<file path="src/rtl/bcd_seven_seg_scanner.sv">
// rtl/bcd_seven_seg_scanner.sv - 4-digit packed-BCD token scanner for a multiplexed 7-segment display
//
// Purpose:
//   Accepts 16-bit packed BCD tokens over a valid/ready handshake, holds one token of
//   buffering, and time-multiplexes the four digits onto a common-anode-style display.
//   A new token is only swapped in at a scan-frame boundary so a frame never mixes values.
//
// Optional feature macro: LEADING_ZERO_BLANK_EN
//   Defined   - leading zero digits (thousands/hundreds/tens) keep their anode off;
//               the ones digit is always lit. Slot timing is unchanged.
//   Undefined - every digit is enabled in its slot.
//
// Ports:
//   clk          in   system clock, rising edge
//   reset        in   synchronous active-high reset
//   bcd_number   in   [15:12] thousands, [11:8] hundreds, [7:4] tens, [3:0] ones
//   bcd_valid    in   bcd_number holds a token
//   bcd_ready    out  a token can be accepted this cycle
//   seg          out  segment drive, seg[0]=a .. seg[6]=g
//   dp           out  decimal point, always off
//   anode        out  digit enable, anode[0]=ones .. anode[3]=thousands
//   digit_error  out  displayed token contains a nibble greater than 9

module bcd_seven_seg_scanner #(
  parameter int REFRESH_DIV      = 50000,
  parameter bit SEG_ACTIVE_LOW   = 1'b1,
  parameter bit ANODE_ACTIVE_LOW = 1'b1
) (
  input  logic        clk,
  input  logic        reset,
  input  logic [15:0] bcd_number,
  input  logic        bcd_valid,
  output logic        bcd_ready,
  output logic [6:0]  seg,
  output logic        dp,
  output logic [3:0]  anode,
  output logic        digit_error
);

  localparam int              PW       = $clog2(REFRESH_DIV);
  localparam logic [PW-1:0]   PRE_LAST = PW'(REFRESH_DIV - 1);
  localparam logic [6:0]      SEG_OFF  = SEG_ACTIVE_LOW ? 7'h7F : 7'h00;
  localparam logic            DP_OFF   = SEG_ACTIVE_LOW;
  localparam logic [3:0]      AN_OFF   = ANODE_ACTIVE_LOW ? 4'hF : 4'h0;

  typedef enum logic {IDLE, SCAN} state_t;

  state_t          state_q, state_d;
  logic [15:0]     pending_q, pending_d;
  logic            pending_full_q, pending_full_d;
  logic [15:0]     display_q, display_d;
  logic [PW-1:0]   prescaler_q, prescaler_d;
  logic [1:0]      digit_idx_q, digit_idx_d;
  logic            digit_error_q, digit_error_d;
  logic [6:0]      seg_q, seg_d;
  logic            dp_q, dp_d;
  logic [3:0]      anode_q, anode_d;

  logic            accept;
  logic            load;
  logic            wrap;
  logic [3:0]      nibble;
  logic [6:0]      pattern;
  logic [3:0]      onehot;

  // Active-high gfedcba pattern; non-decimal nibbles show a dash.
  function automatic logic [6:0] seg_pattern(input logic [3:0] n);
    case (n)
      4'd0:    return 7'h3F;
      4'd1:    return 7'h06;
      4'd2:    return 7'h5B;
      4'd3:    return 7'h4F;
      4'd4:    return 7'h66;
      4'd5:    return 7'h6D;
      4'd6:    return 7'h7D;
      4'd7:    return 7'h07;
      4'd8:    return 7'h7F;
      4'd9:    return 7'h6F;
      default: return 7'h40;
    endcase
  endfunction

  function automatic logic has_bad_nibble(input logic [15:0] d);
    return (d[15:12] > 4'd9) || (d[11:8] > 4'd9) || (d[7:4] > 4'd9) || (d[3:0] > 4'd9);
  endfunction

  assign bcd_ready = !pending_full_q;

  // Next-state: handshake, frame sequencing and pending-to-display transfer.
  always_comb begin
    state_d        = state_q;
    pending_d      = pending_q;
    pending_full_d = pending_full_q;
    display_d      = display_q;
    prescaler_d    = prescaler_q;
    digit_idx_d    = digit_idx_q;
    digit_error_d  = digit_error_q;
    load           = 1'b0;
    accept         = bcd_valid && !pending_full_q;
    wrap           = (prescaler_q == PRE_LAST);

    case (state_q)
      IDLE: begin
        prescaler_d = '0;
        digit_idx_d = '0;
        if (pending_full_q) begin
          load    = 1'b1;
          state_d = SCAN;
        end
      end
      SCAN: begin
        if (wrap) begin
          prescaler_d = '0;
          digit_idx_d = digit_idx_q + 2'd1;
          // Frame boundary: the last slot is ending and the index returns to 0.
          if (digit_idx_q == 2'd3 && pending_full_q) begin
            load = 1'b1;
          end
        end else begin
          prescaler_d = prescaler_q + PW'(1);
        end
      end
      default: state_d = IDLE;
    endcase

    if (load) begin
      display_d     = pending_q;
      digit_error_d = has_bad_nibble(pending_q);
    end

    // accept needs an empty buffer and load needs a full one, so they never coincide.
    if (accept) begin
      pending_d      = bcd_number;
      pending_full_d = 1'b1;
    end else if (load) begin
      pending_full_d = 1'b0;
    end
  end

  // Output drive, registered from the current display value and slot index.
  always_comb begin
    nibble  = '0;
    pattern = '0;
    onehot  = '0;
    seg_d   = SEG_OFF;
    dp_d    = DP_OFF;
    anode_d = AN_OFF;

    case (digit_idx_q)
      2'd0:    nibble = display_q[3:0];
      2'd1:    nibble = display_q[7:4];
      2'd2:    nibble = display_q[11:8];
      default: nibble = display_q[15:12];
    endcase

    if (state_q == SCAN) begin
      pattern = seg_pattern(nibble);
      onehot  = 4'b0001 << digit_idx_q;
`ifdef LEADING_ZERO_BLANK_EN
      // A slot is blank when its digit and every higher digit are zero.
      if ((digit_idx_q == 2'd3 && display_q[15:12] == 4'h0) ||
          (digit_idx_q == 2'd2 && display_q[15:8]  == 8'h00) ||
          (digit_idx_q == 2'd1 && display_q[15:4]  == 12'h000)) begin
        onehot = 4'h0;
      end
`endif
      seg_d   = SEG_ACTIVE_LOW ? ~pattern : pattern;
      anode_d = ANODE_ACTIVE_LOW ? ~onehot : onehot;
    end
  end

  always_ff @(posedge clk) begin
    if (reset) begin
      state_q        <= IDLE;
      pending_q      <= '0;
      pending_full_q <= 1'b0;
      display_q      <= '0;
      prescaler_q    <= '0;
      digit_idx_q    <= '0;
      digit_error_q  <= 1'b0;
      seg_q          <= SEG_OFF;
      dp_q           <= DP_OFF;
      anode_q        <= AN_OFF;
    end else begin
      state_q        <= state_d;
      pending_q      <= pending_d;
      pending_full_q <= pending_full_d;
      display_q      <= display_d;
      prescaler_q    <= prescaler_d;
      digit_idx_q    <= digit_idx_d;
      digit_error_q  <= digit_error_d;
      seg_q          <= seg_d;
      dp_q           <= dp_d;
      anode_q        <= anode_d;
    end
  end

  assign seg         = seg_q;
  assign dp          = dp_q;
  assign anode       = anode_q;
  assign digit_error = digit_error_q;

endmodule

</file>
<file path="config.mk">
export PLATFORM = sky130hd
export DESIGN_NAME = bcd_seven_seg_scanner
export DESIGN_NICKNAME = d
export VERILOG_FILES = /design/src/rtl/bcd_seven_seg_scanner.sv
export SDC_FILE = /design/constraint.sdc
export NUM_CORES = 1
export LEC_CHECK = 0
export ABC_CLOCK_PERIOD_IN_PS = 4400
export CORE_UTILIZATION = 35
export DETAILED_ROUTE_END_ITERATION = 7
export PLACE_DENSITY_LB_ADDON = 0.08
export SLEW_MARGIN = 20
export SYNTH_ARGS = -nofsm -noshare
export SYNTH_HDL_FRONTEND = slang
export SYNTH_SLANG_ARGS = --single-unit
</file>
<file path="constraint.sdc">
create_clock -name clk -period 4.4 [get_ports clk]
set_input_delay 1.32 -clock clk [delete_from_list [all_inputs] [get_ports clk]]
set_output_delay 1.32 -clock clk [all_outputs]
set_load 0.01 [all_outputs]
</file>
==> results.rst, run 1 <==
.. list-table::
   :header-rows: 1

   * - Metric
     - Value
   * - Count of boundary I/O pins
     - 33
   * - Net Sw Power
     - approximately 0.25 mW
   * - Iteration-0 DRC Markers
     - 74
   * - Status
     - finished clean
   * - Worst Hold Class
     - reg2reg
   * - Final ANT Viol Nets
     - 0
   * - Count of max-cap constraint violations
     - 0
   * - Number of buffers added to fix hold violations after cts
     - 0
   * - Clock tree root driver cell
     - clkbuf_8
   * - Number of vias in the routed layout
     - roughly 2100
   * - Number of filler instances in the final layout
     - 783
   * - CTS Buf Count
     - 9
   * - Number of warnings reported in the yosys synthesis log
     - 0
   * - Total detailed-routing wirelength
     - about 5400 microns
   * - Post-synthesis instance total
     - 312
   * - Total setup buffers inserted after CTS
     - 0
   * - Placed Area
     - ~3300 sq um
   * - Final Wtd Congestion
     - ~0.71
   * - Final net count
     - 371
   * - Clock input transition at the sequential cells of the worst setup and hold paths
     - 0.07 ns
   * - Required time at the endpoint of the critical path
     - between 4 and 5 ns
   * - Wire length of the first global-routing pass
     - between 9000 and 10000 microns
   * - Critical path class
     - in2reg
   * - Setup-failing EPs final
     - 0
   * - Die area
     - 8690 sq um
   * - Smallest setup slack after layout
     - about 1.7 ns
   * - Register share of total power
     - between 50 and 60%
   * - Synthesized cell area
     - 2910 sq um
   * - Worst Setup Start Kind
     - input port
   * - Prevailing post-synth register cell
     - dfxtp_1
   * - Worst supply voltage drop on vdd
     - around 0.00013 V
   * - Unique cell type count in the Yosys netlist
     - 42
   * - Post-cts resize count
     - 0
   * - Post-synthesis sequential area ratio
     - approximately 44%
   * - Antenna violations before repair
     - 0
   * - Area growth, synth to finish
     - 18.7%
   * - Clock sinks
     - 64
   * - Static power due to leakage
     - 1.33 nW
   * - Shortest period the worst path allows
     - 2.68 ns
   * - Max Clock Skew
     - between 0.008 and 0.009 ns
   * - Congestion Overflow GR
     - 0
   * - Pwr Total
     - around 1.1 mW
   * - Maximum clock path buffer count
     - 2
   * - Most common library cell in the layout ignoring fill and taps
     - dfxtp_1
   * - Upper clock frequency limit
     - ~0.37 GHz
   * - Pwr per Cell Area
     - around 330 nW/um^2
   * - Average vias per placed instance
     - about 4.7
   * - Number of synthesized flops with an enable pin
     - 0
   * - Count of standard-cell rows
     - 32
   * - Commonest cells after routing, fill and taps aside
     - dfxtp_1, nand2_1, clkdlybuf4s50_1
   * - Number of failing hold endpoints at the final stage
     - 0
   * - Count of inserted antenna diode cells
     - 0
   * - Portion of total power attributed to combinational logic
     - a little under 8%
   * - Post-DR wirelength/cell
     - around 12 microns
   * - Setup crit end kind
     - register
   * - Ratio of final minimum period to clock period
     - roughly three fifths
   * - Cell Int Power
     - 0.887 mW
   * - Drt first pass iters
     - 4
   * - Highest net fanout along the worst path
     - 15
   * - Quantity of I/O buffers inserted on ports
     - 31
   * - Maximum number of pins on one net before global-route repair
     - 53
   * - Core area
     - roughly 7900 sq um
   * - Dpl hpwl
     - approximately 3800 microns
   * - Share of async-settable or async-resettable flops after synthesis
     - 0%
   * - Setup repair after global routing missed its margin
     - no
   * - Dpl ws
     - about 1.3 ns
   * - Die extent in x
     - ~93 microns
   * - Proportion of power drawn by the clock network
     - 39.1%
   * - Number of global-route vias before repair
     - a little over 2000
   * - Fin util
     - ~44%
   * - Sw frac
     - around 22%
   * - Worst slew margin relative to its limit
     - between 60% and 70%
   * - Die height
     - 93.2 microns
   * - CTS tree
     - built
   * - Worst Max-Slew Pin Slew
     - approximately 0.58 ns
   * - Max-slew violation count
     - 0
   * - Number of design rule violations left after detail routing
     - 0
   * - Sum Neg Setup Slack
     - 0 ns
   * - Mean cell area of the mapped netlist
     - just over 9 sq um
   * - Initial Util
     - 36.9%
   * - Signal arrival time at the worst endpoint
     - roughly 3 ns
   * - Share of cells above drive strength 1
     - between 10% and 20%
   * - H-tree levels
     - 3
   * - Synthesized Nets
     - approximately 340
   * - Gr usage total
     - approximately 15%
   * - Design area
     - 3460 sq um
   * - Insertion delay of the later-clocked pin in the worst-skew pair
     - approximately 0.34 ns
   * - Register bit total from synthesis
     - 64
flip-flops by register name, indices dropped and copies added (netlist names):
name and flops:
seg 7, pending_full_q 1, state_q 1, digit_idx_q 2
anode 4, prescaler_q 16, pending_q 16, display_q 16
digit_error 1
cell usage after synthesis, types with 3 or more instances:
master	number	share of area (%)
mux2i_1	23	7.9
clkbuf_1	10	1.3
o21ai_0	9	1.5
nand4_1	5	1.1
nand2_1	43	5.5
nand3_1	5	0.86
or2b_1	6	1.5
a21oi_1	27	4.6
or2b_2	14	4.2
inv_1	11	1.4
ha_1	11	4.7
nand2b_1	14	3.0
a222oi_1	4	1.4
nor2b_1	4	0.86
xor2_1	9	2.7
dfxtp_1	64	44
xnor2_1	3	0.90
nor2_1	17	2.2
worst paths after layout:
path	from	to	slack, ns	cells after the start
max	reset	prescaler_q[15]	1.72	4
min	prescaler_q[0]	prescaler_q[0]	0.44	1
max reg2reg	digit_idx_q[0]	seg[4]	2.04	9
min reg2reg	prescaler_q[0]	prescaler_q[0]	0.44	1
power groups by stage:
stage               clock (mW)  combinational [mW]  sequential [mW]
global placement             0              0.0889            0.619
global route             0.496              0.0993            0.608
detailed placement           0              0.0893            0.619
floorplan                    0              0.0552            0.618
finish                   0.445              0.0877            0.606
CTS                      0.465              0.0896            0.606
logic make-up (layout without fill, tap and decap cells):
family / after synthesis / in the layout / synth area share, %
mux: 23 / 23 / 7.90
xor+xnor: 12 / 12 / 3.61
fa+ha+maj: 11 / 11 / 4.73
compound gates: 49 / 49 / 10.3
simple gates: 125 / 125 / 24.9
other cells: 1 / 1 / 0.129
buf+inv: 27 / 59 / 4.47
flops: 64 / 64 / 44.0
area by class of cell:
type                    count  area (sq um)  share of cell area, %
well taps                 102           128                   3.69
flip-flops and latches     64          1280                   37.1
clock buffers              14           173                   4.99
multi-input cells         221          1500                   43.4
inverters                  11          41.3                   1.19
repair buffers             34           333                   9.63
stage by stage:
step                hold WS [ns]  instances
floorplan                  0.413        312
global placement           0.421        432
detailed placement         0.433        432
CTS                        0.447        446
global route               0.469        446
finish                     0.444        446
metal layers:
layer | wire length [microns] | track usage, %
met1 | 2670 | 18.7
met4 | 97 | 7.31
met5 | 0 | 0
met2 | 2410 | 22.9
met3 | 235 | 4.55
critical path, stage by stage:
cell and delay [ns]:
clkdlybuf4s50_1 0.44, nor2_1 0.46, nand2_1 0.47, a21oi_1 0.24
(Power assumes the default switching activity.)
==> run 2, diff against run 1 <==
Settings changed: ABC_CLOCK_PERIOD_IN_PS 4400 to 2600.
Clock period 4.4 ns to 2.6 ns, I/O delays scaled along.
==> results.rst, run 2 (synthesis gave the netlist of run 1 again) <==
.. list-table::
   :header-rows: 1

   * - Metric
     - Value
   * - Status
     - finished clean
   * - Worst Hold Margin
     - 0.450 ns
   * - Wire length of the first global-routing pass
     - 9710 microns
   * - Setup repair after global routing missed its margin
     - no
   * - Die height
     - ~93 microns
   * - Flop2flop setup slack
     - 0.26 ns
   * - Iteration-0 DRC Markers
     - a little under 60
   * - Average vias per placed instance
     - between 4 and 5
   * - Die area
     - 8690 sq um
   * - FF-to-FF path depth
     - 9
   * - Count of boundary I/O pins
     - 33
   * - Die extent in x
     - 93.2 microns
   * - Number of failing hold endpoints at the final stage
     - 0
   * - Static power due to leakage
     - 1.33 nW
   * - Clock tree root driver cell
     - clkbuf_8
   * - Count of inserted antenna diode cells
     - 0
   * - CTS tree
     - built
   * - Setup-failing EPs final
     - 0
   * - H-tree levels
     - 3
   * - Total detailed-routing wirelength
     - between 5000 and 6000 microns
   * - Number of filler instances in the final layout
     - between 700 and 800
   * - Area growth, synth to finish
     - 18.5%
   * - Most common library cell in the layout ignoring fill and taps
     - dfxtp_1
   * - Critical register-to-register path endpoint
     - seg[4]
   * - Registers with the highest flip-flop counts
     - display_q: 16 flops, pending_q: 16 flops, prescaler_q: 16 flops
   * - Number of global-route vias before repair
     - about 2100
   * - Maximum number of pins on one net before global-route repair
     - 53
   * - Clock input transition at the sequential cells of the worst setup and hold paths
     - about 0.070 ns
   * - Upper clock frequency limit
     - ~0.43 GHz
   * - Worst Setup Start Kind
     - register
   * - Final ANT Viol Nets
     - 0
   * - Congestion Overflow GR
     - 0
   * - Number of buffers added to fix hold violations after cts
     - 0
   * - Maximum clock path buffer count
     - 2
   * - Total setup buffers inserted after CTS
     - 0
   * - Gr usage total
     - roughly 14%
   * - Dpl hpwl
     - ~3800 microns
   * - Max Clock Skew
     - 0.00885 ns
   * - Antenna violations before repair
     - 0
   * - Quantity of I/O buffers inserted on ports
     - 31
   * - Commonest cells after routing, fill and taps aside
     - dfxtp_1, nand2_1, clkdlybuf4s50_1
   * - Sum Neg Setup Slack
     - 0 ns
   * - Final Wtd Congestion
     - between 0.7 and 0.8
   * - Placed Area
     - between 3000 and 4000 sq um
   * - Critical path class
     - reg2reg
   * - Highest net fanout along the worst path
     - 5
   * - Reg-to-reg critical path startpoint
     - digit_idx_q[0]
   * - Count of max-cap constraint violations
     - 0
   * - Ratio of final minimum period to clock period
     - between 80% and 90%
   * - Worst slew margin relative to its limit
     - between 60% and 70%
   * - Share of cells above drive strength 1
     - a little under an eighth
   * - Post-DR wirelength/cell
     - 12.2 microns
   * - Worst supply voltage drop on vdd
     - 0.000243 V
   * - Number of design rule violations left after detail routing
     - 0
   * - Clock sinks
     - 64
   * - CTS Buf Count
     - 9
   * - Hold wc startpoint
     - prescaler_q[0]
   * - Design area
     - roughly 3500 sq um
   * - Setup crit end kind
     - register
   * - Worst Max-Slew Pin Slew
     - approximately 0.56 ns
   * - Core area
     - 7890 sq um
   * - Max-slew violation count
     - 0
   * - Signal arrival time at the worst endpoint
     - ~2.5 ns
   * - Drt first pass iters
     - 4
   * - Final net count
     - ~370
   * - Worst Hold Endpoint
     - prescaler_q[0]
   * - Post-cts resize count
     - 0
   * - Count of standard-cell rows
     - 32
   * - Pwr per Cell Area
     - between 500 and 600 nW/um^2
   * - Insertion delay of the later-clocked pin in the worst-skew pair
     - ~0.33 ns
   * - Required time at the endpoint of the critical path
     - 2.81 ns
   * - Worst Hold Class
     - reg2reg
   * - Count of cells along the worst hold path
     - 1
   * - Initial Util
     - approximately 37%
   * - Number of vias in the routed layout
     - between 2000 and 2500
   * - Shortest period the worst path allows
     - between 2 and 2.5 ns
-- run 2: final cells by class --
cell class	instances	area [sq um]	share of cell area, %
tap	102	128	3.70
inverter	11	41.3	1.20
clock buffer	10	138	3.99
timing repair buffer	35	340	9.86
clock inverter	4	22.5	0.652
multi-input combinational	221	1500	43.5
sequential	64	1280	37.1
-- run 2: critical path: stages (launching register included) --
cell      delay [ns]
dfxtp_1         0.39
inv_1           0.11
ha_1            0.29
a222oi_1        0.39
mux2i_1         0.27
inv_1           0.18
ha_1            0.18
a211oi_1        0.05
a211oi_1        0.24
o21ai_0         0.11
-- run 2: routing by layer --
metal	vias to the layer above	track usage [%]	part of all wire, %
li1	1111	-	-
met1	921	18.5	50
met2	32	23.0	45
met3	8	3.98	3.4
met4	0	5.77	1.6
met5	-	0	0
-- run 2: worst max path at each step --
stage	endpoint	startpoint	cells after the start
after floorplan	seg[4]	digit_idx_q[0]	9
after global placement	seg[4]	digit_idx_q[0]	9
after detailed placement	seg[4]	digit_idx_q[0]	9
after CTS	seg[4]	digit_idx_q[0]	9
after global routing	seg[4]	digit_idx_q[0]	9
final	seg[4]	digit_idx_q[0]	9
-- run 2: power by group --
group | total, mW | switching, mW | internal [mW]
Sequential | 1.03 | 0.0159 | 1.01
Combinational | 0.149 | 0.0711 | 0.0779
Clock | 0.711 | 0.356 | 0.356
-- run 2: stage by stage --
step / setup WS [ns] / utilization [%] / power [mW] / instances
2_1_floorplan: 0.636 / - / 1.14 / 312
6_report: 0.265 / 43.8 / 1.89 / 447
4_1_cts: 0.288 / 43.8 / 1.92 / 447
3_5_place_dp: 0.312 / 41.7 / 1.20 / 433
3_3_place_gp: 0.378 / 41.7 / 1.20 / 433
5_1_grt: 0.0356 / 43.8 / 1.98 / 447
==> run 3, diff against run 2 <==
Settings changed: ABC_AREA set to 1, CORE_MARGIN set to 8, PLACE_DENSITY_LB_ADDON 0.08 to 0.05.
==> results.rst, run 3 <==
.. list-table::
   :header-rows: 1

   * - Metric
     - Value
   * - Wire length of the first global-routing pass
     - roughly 11000 microns
   * - Initial Util
     - 35.7%
   * - Critical path class
     - reg2reg
   * - Antenna violations before repair
     - 0
   * - Maximum number of pins on one net before global-route repair
     - 27
   * - Share of async-settable or async-resettable flops after synthesis
     - 0%
   * - Gr usage total
     - between 10% and 20%
   * - Die area
     - approximately 11000 sq um
   * - Library cell with the largest summed area after synthesis
     - dfxtp_1
   * - Prevailing post-synth register cell
     - dfxtp_1
   * - Clock input transition at the sequential cells of the worst setup and hold paths
     - about 0.070 ns
   * - Final ANT Viol Nets
     - 0
   * - Most area-consuming cells after synthesis
     - dfxtp_1, nand2_1, nor2_1
   * - Synthesized Nets
     - roughly 420
   * - Commonest cells after routing, fill and taps aside
     - nand2_1, dfxtp_1, nor2_1
   * - Worst supply voltage drop on vdd
     - ~0.00028 V
   * - Die extent in x
     - between 100 and 150 microns
   * - CTS Buf Count
     - 9
   * - Number of filler instances in the final layout
     - 870
   * - Number of synthesized flops with an enable pin
     - 0
   * - Number of warnings reported in the yosys synthesis log
     - 0
   * - Clock sinks
     - 64
   * - Design area
     - around 3600 sq um
   * - Post-cts resize count
     - 0
   * - H-tree levels
     - 3
   * - Setup repair after global routing missed its margin
     - no
   * - Ratio of final minimum period to clock period
     - between 80% and 90%
   * - Worst slew margin relative to its limit
     - 60.3%
   * - Total detailed-routing wirelength
     - about 6000 microns
   * - Worst Setup Start Kind
     - register
   * - Pwr per Cell Area
     - slightly above 700 nW/um^2
   * - Quantity of I/O buffers inserted on ports
     - 31
   * - Number of design rule violations left after detail routing
     - 0
   * - Synth top area share
     - 44.4%
   * - Dpl hpwl
     - between 4000 and 5000 microns
   * - Sum Neg Setup Slack
     - 0 ns
   * - Setup-failing EPs final
     - 0
   * - Pwr Total
     - 2.59 mW
   * - Setup crit end kind
     - register
   * - Post-route non-filler standard cell count
     - 530
   * - Highest net fanout along the worst path
     - 5
   * - Core area
     - 8090 sq um
   * - Post-DR wirelength/cell
     - approximately 11 microns
   * - Most common cell in the synthesized netlist
     - nand2_1
   * - Signal arrival time at the worst endpoint
     - approximately 2.5 ns
   * - Share of cells above drive strength 1
     - under 10%
   * - Status
     - finished clean
   * - Post-placement cell count
     - around 510
   * - Worst Hold Margin
     - 0.453 ns
   * - Dpl ws
     - between 0.3 and 0.4 ns
   * - Unique cell type count in the Yosys netlist
     - 34
   * - Max-slew violation count
     - 0
   * - Post-synthesis instance total
     - ~390
   * - Count of standard-cell rows
     - 33
   * - Registers with the highest flip-flop counts
     - display_q: 16 flops, pending_q: 16 flops, prescaler_q: 16 flops
   * - Required time at the endpoint of the critical path
     - 2.82 ns
   * - Post-synthesis sequential area ratio
     - between 40% and 50%
   * - Count of boundary I/O pins
     - 33
   * - Iteration-0 DRC Markers
     - between 70 and 80
   * - Number of failing hold endpoints at the final stage
     - 0
   * - Clock tree root driver cell
     - clkbuf_8
   * - Max Clock Skew
     - between 0.005 and 0.006 ns
   * - Worst Max-Slew Pin Slew
     - around 0.60 ns
   * - Mean cell area of the mapped netlist
     - 7.46 sq um
   * - Area growth, synth to finish
     - 23.9%
   * - Shortest period the worst path allows
     - 2.23 ns
   * - Drt first pass iters
     - 5
   * - Number of global-route vias before repair
     - approximately 2300
   * - Worst Hold Class
     - reg2reg
   * - Top cells by count, synth
     - nand2_1, dfxtp_1, nor2_1, inv_1, nand3_1
   * - Count of inserted antenna diode cells
     - 0
   * - Insertion delay of the later-clocked pin in the worst-skew pair
     - 0.34 ns
   * - Placed Area
     - 3280 sq um
   * - Final Wtd Congestion
     - ~0.78
   * - CTS tree
     - built
   * - Count of max-cap constraint violations
     - 0
   * - Register bit total from synthesis
     - 64
   * - Smallest setup slack after layout
     - 0.369 ns
   * - Congestion Overflow GR
     - 0
   * - Die height
     - between 100 and 150 microns
   * - Most common library cell in the layout ignoring fill and taps
     - nand2_1
   * - Final net count
     - 450
   * - Synthesized cell area
     - 2890 sq um
   * - Maximum clock path buffer count
     - 2
   * - Static power due to leakage
     - about 1.5 nW
   * - Average vias per placed instance
     - approximately 4.5
   * - Upper clock frequency limit
     - 0.448 GHz
   * - Number of vias in the routed layout
     - about 2400
   * - Fin util
     - between 40% and 50%
   * - Number of buffers added to fix hold violations after cts
     - 0
   * - Total setup buffers inserted after CTS
     - 0
run 3: worst paths after layout:
path / slack (ns) / cells past startpoint / end / start
hold reg to reg: 0.45 / 1 / prescaler_q[0] / prescaler_q[0]
setup / recovery: 0.37 / 10 / seg[3] / digit_idx_q[0]
setup reg to reg: 0.37 / 10 / seg[3] / digit_idx_q[0]
hold / removal: 0.45 / 1 / prescaler_q[0] / prescaler_q[0]
run 3: final cells by class:
type                            count  area, sq um  share of cell area, %
Inverter                           41          154                   4.30
Multi-Input combinational cell    269         1360                   37.9
Clock buffer                       11          151                   4.23
Timing Repair Buffer               35          353                   9.86
Clock inverter                      5          150                   4.20
Tap cell                          105          131                   3.67
Sequential cell                    64         1280                   35.8
run 3: metal layers:
layer	part of all wire [%]	wire length (microns)	global-route usage, %
met5	0	0	0
met3	5.7	342	3.90
met2	42	2550	16.7
met4	0.82	49	4.82
met1	51	3070	15.3
run 3: cell families (layout without fill, tap and decap cells):
group                      count (synthesis)  after routing  share of synthesized area [%]
and+or+nand+nor                          193            193                           30.1
buffers and inverters                     54             92                           8.67
DFF                                       64             64                           44.4
xor gates and xnor gates                   5              5                           1.52
AOI/OAI and AO/OA                         59             59                           10.4
other                                      1              1                          0.130
adders and majority gates                 11             11                           4.77
run 3: worst max-delay path: stages, from the launching register on:
cell	delay, ns
dfxtp_1	0.40
inv_1	0.11
ha_1	0.27
a21oi_1	0.16
nand3_1	0.08
o21ai_0	0.22
inv_1	0.16
ha_1	0.29
or2_2	0.30
nand3_1	0.07
nand3_1	0.06
run 3: power breakdown:
part           switching, mW  internal (mW)  total, mW
combinational          0.141          0.112      0.253
clock                  0.389          0.884       1.27
sequential            0.0244           1.04       1.06
total                  0.555           2.03       2.59
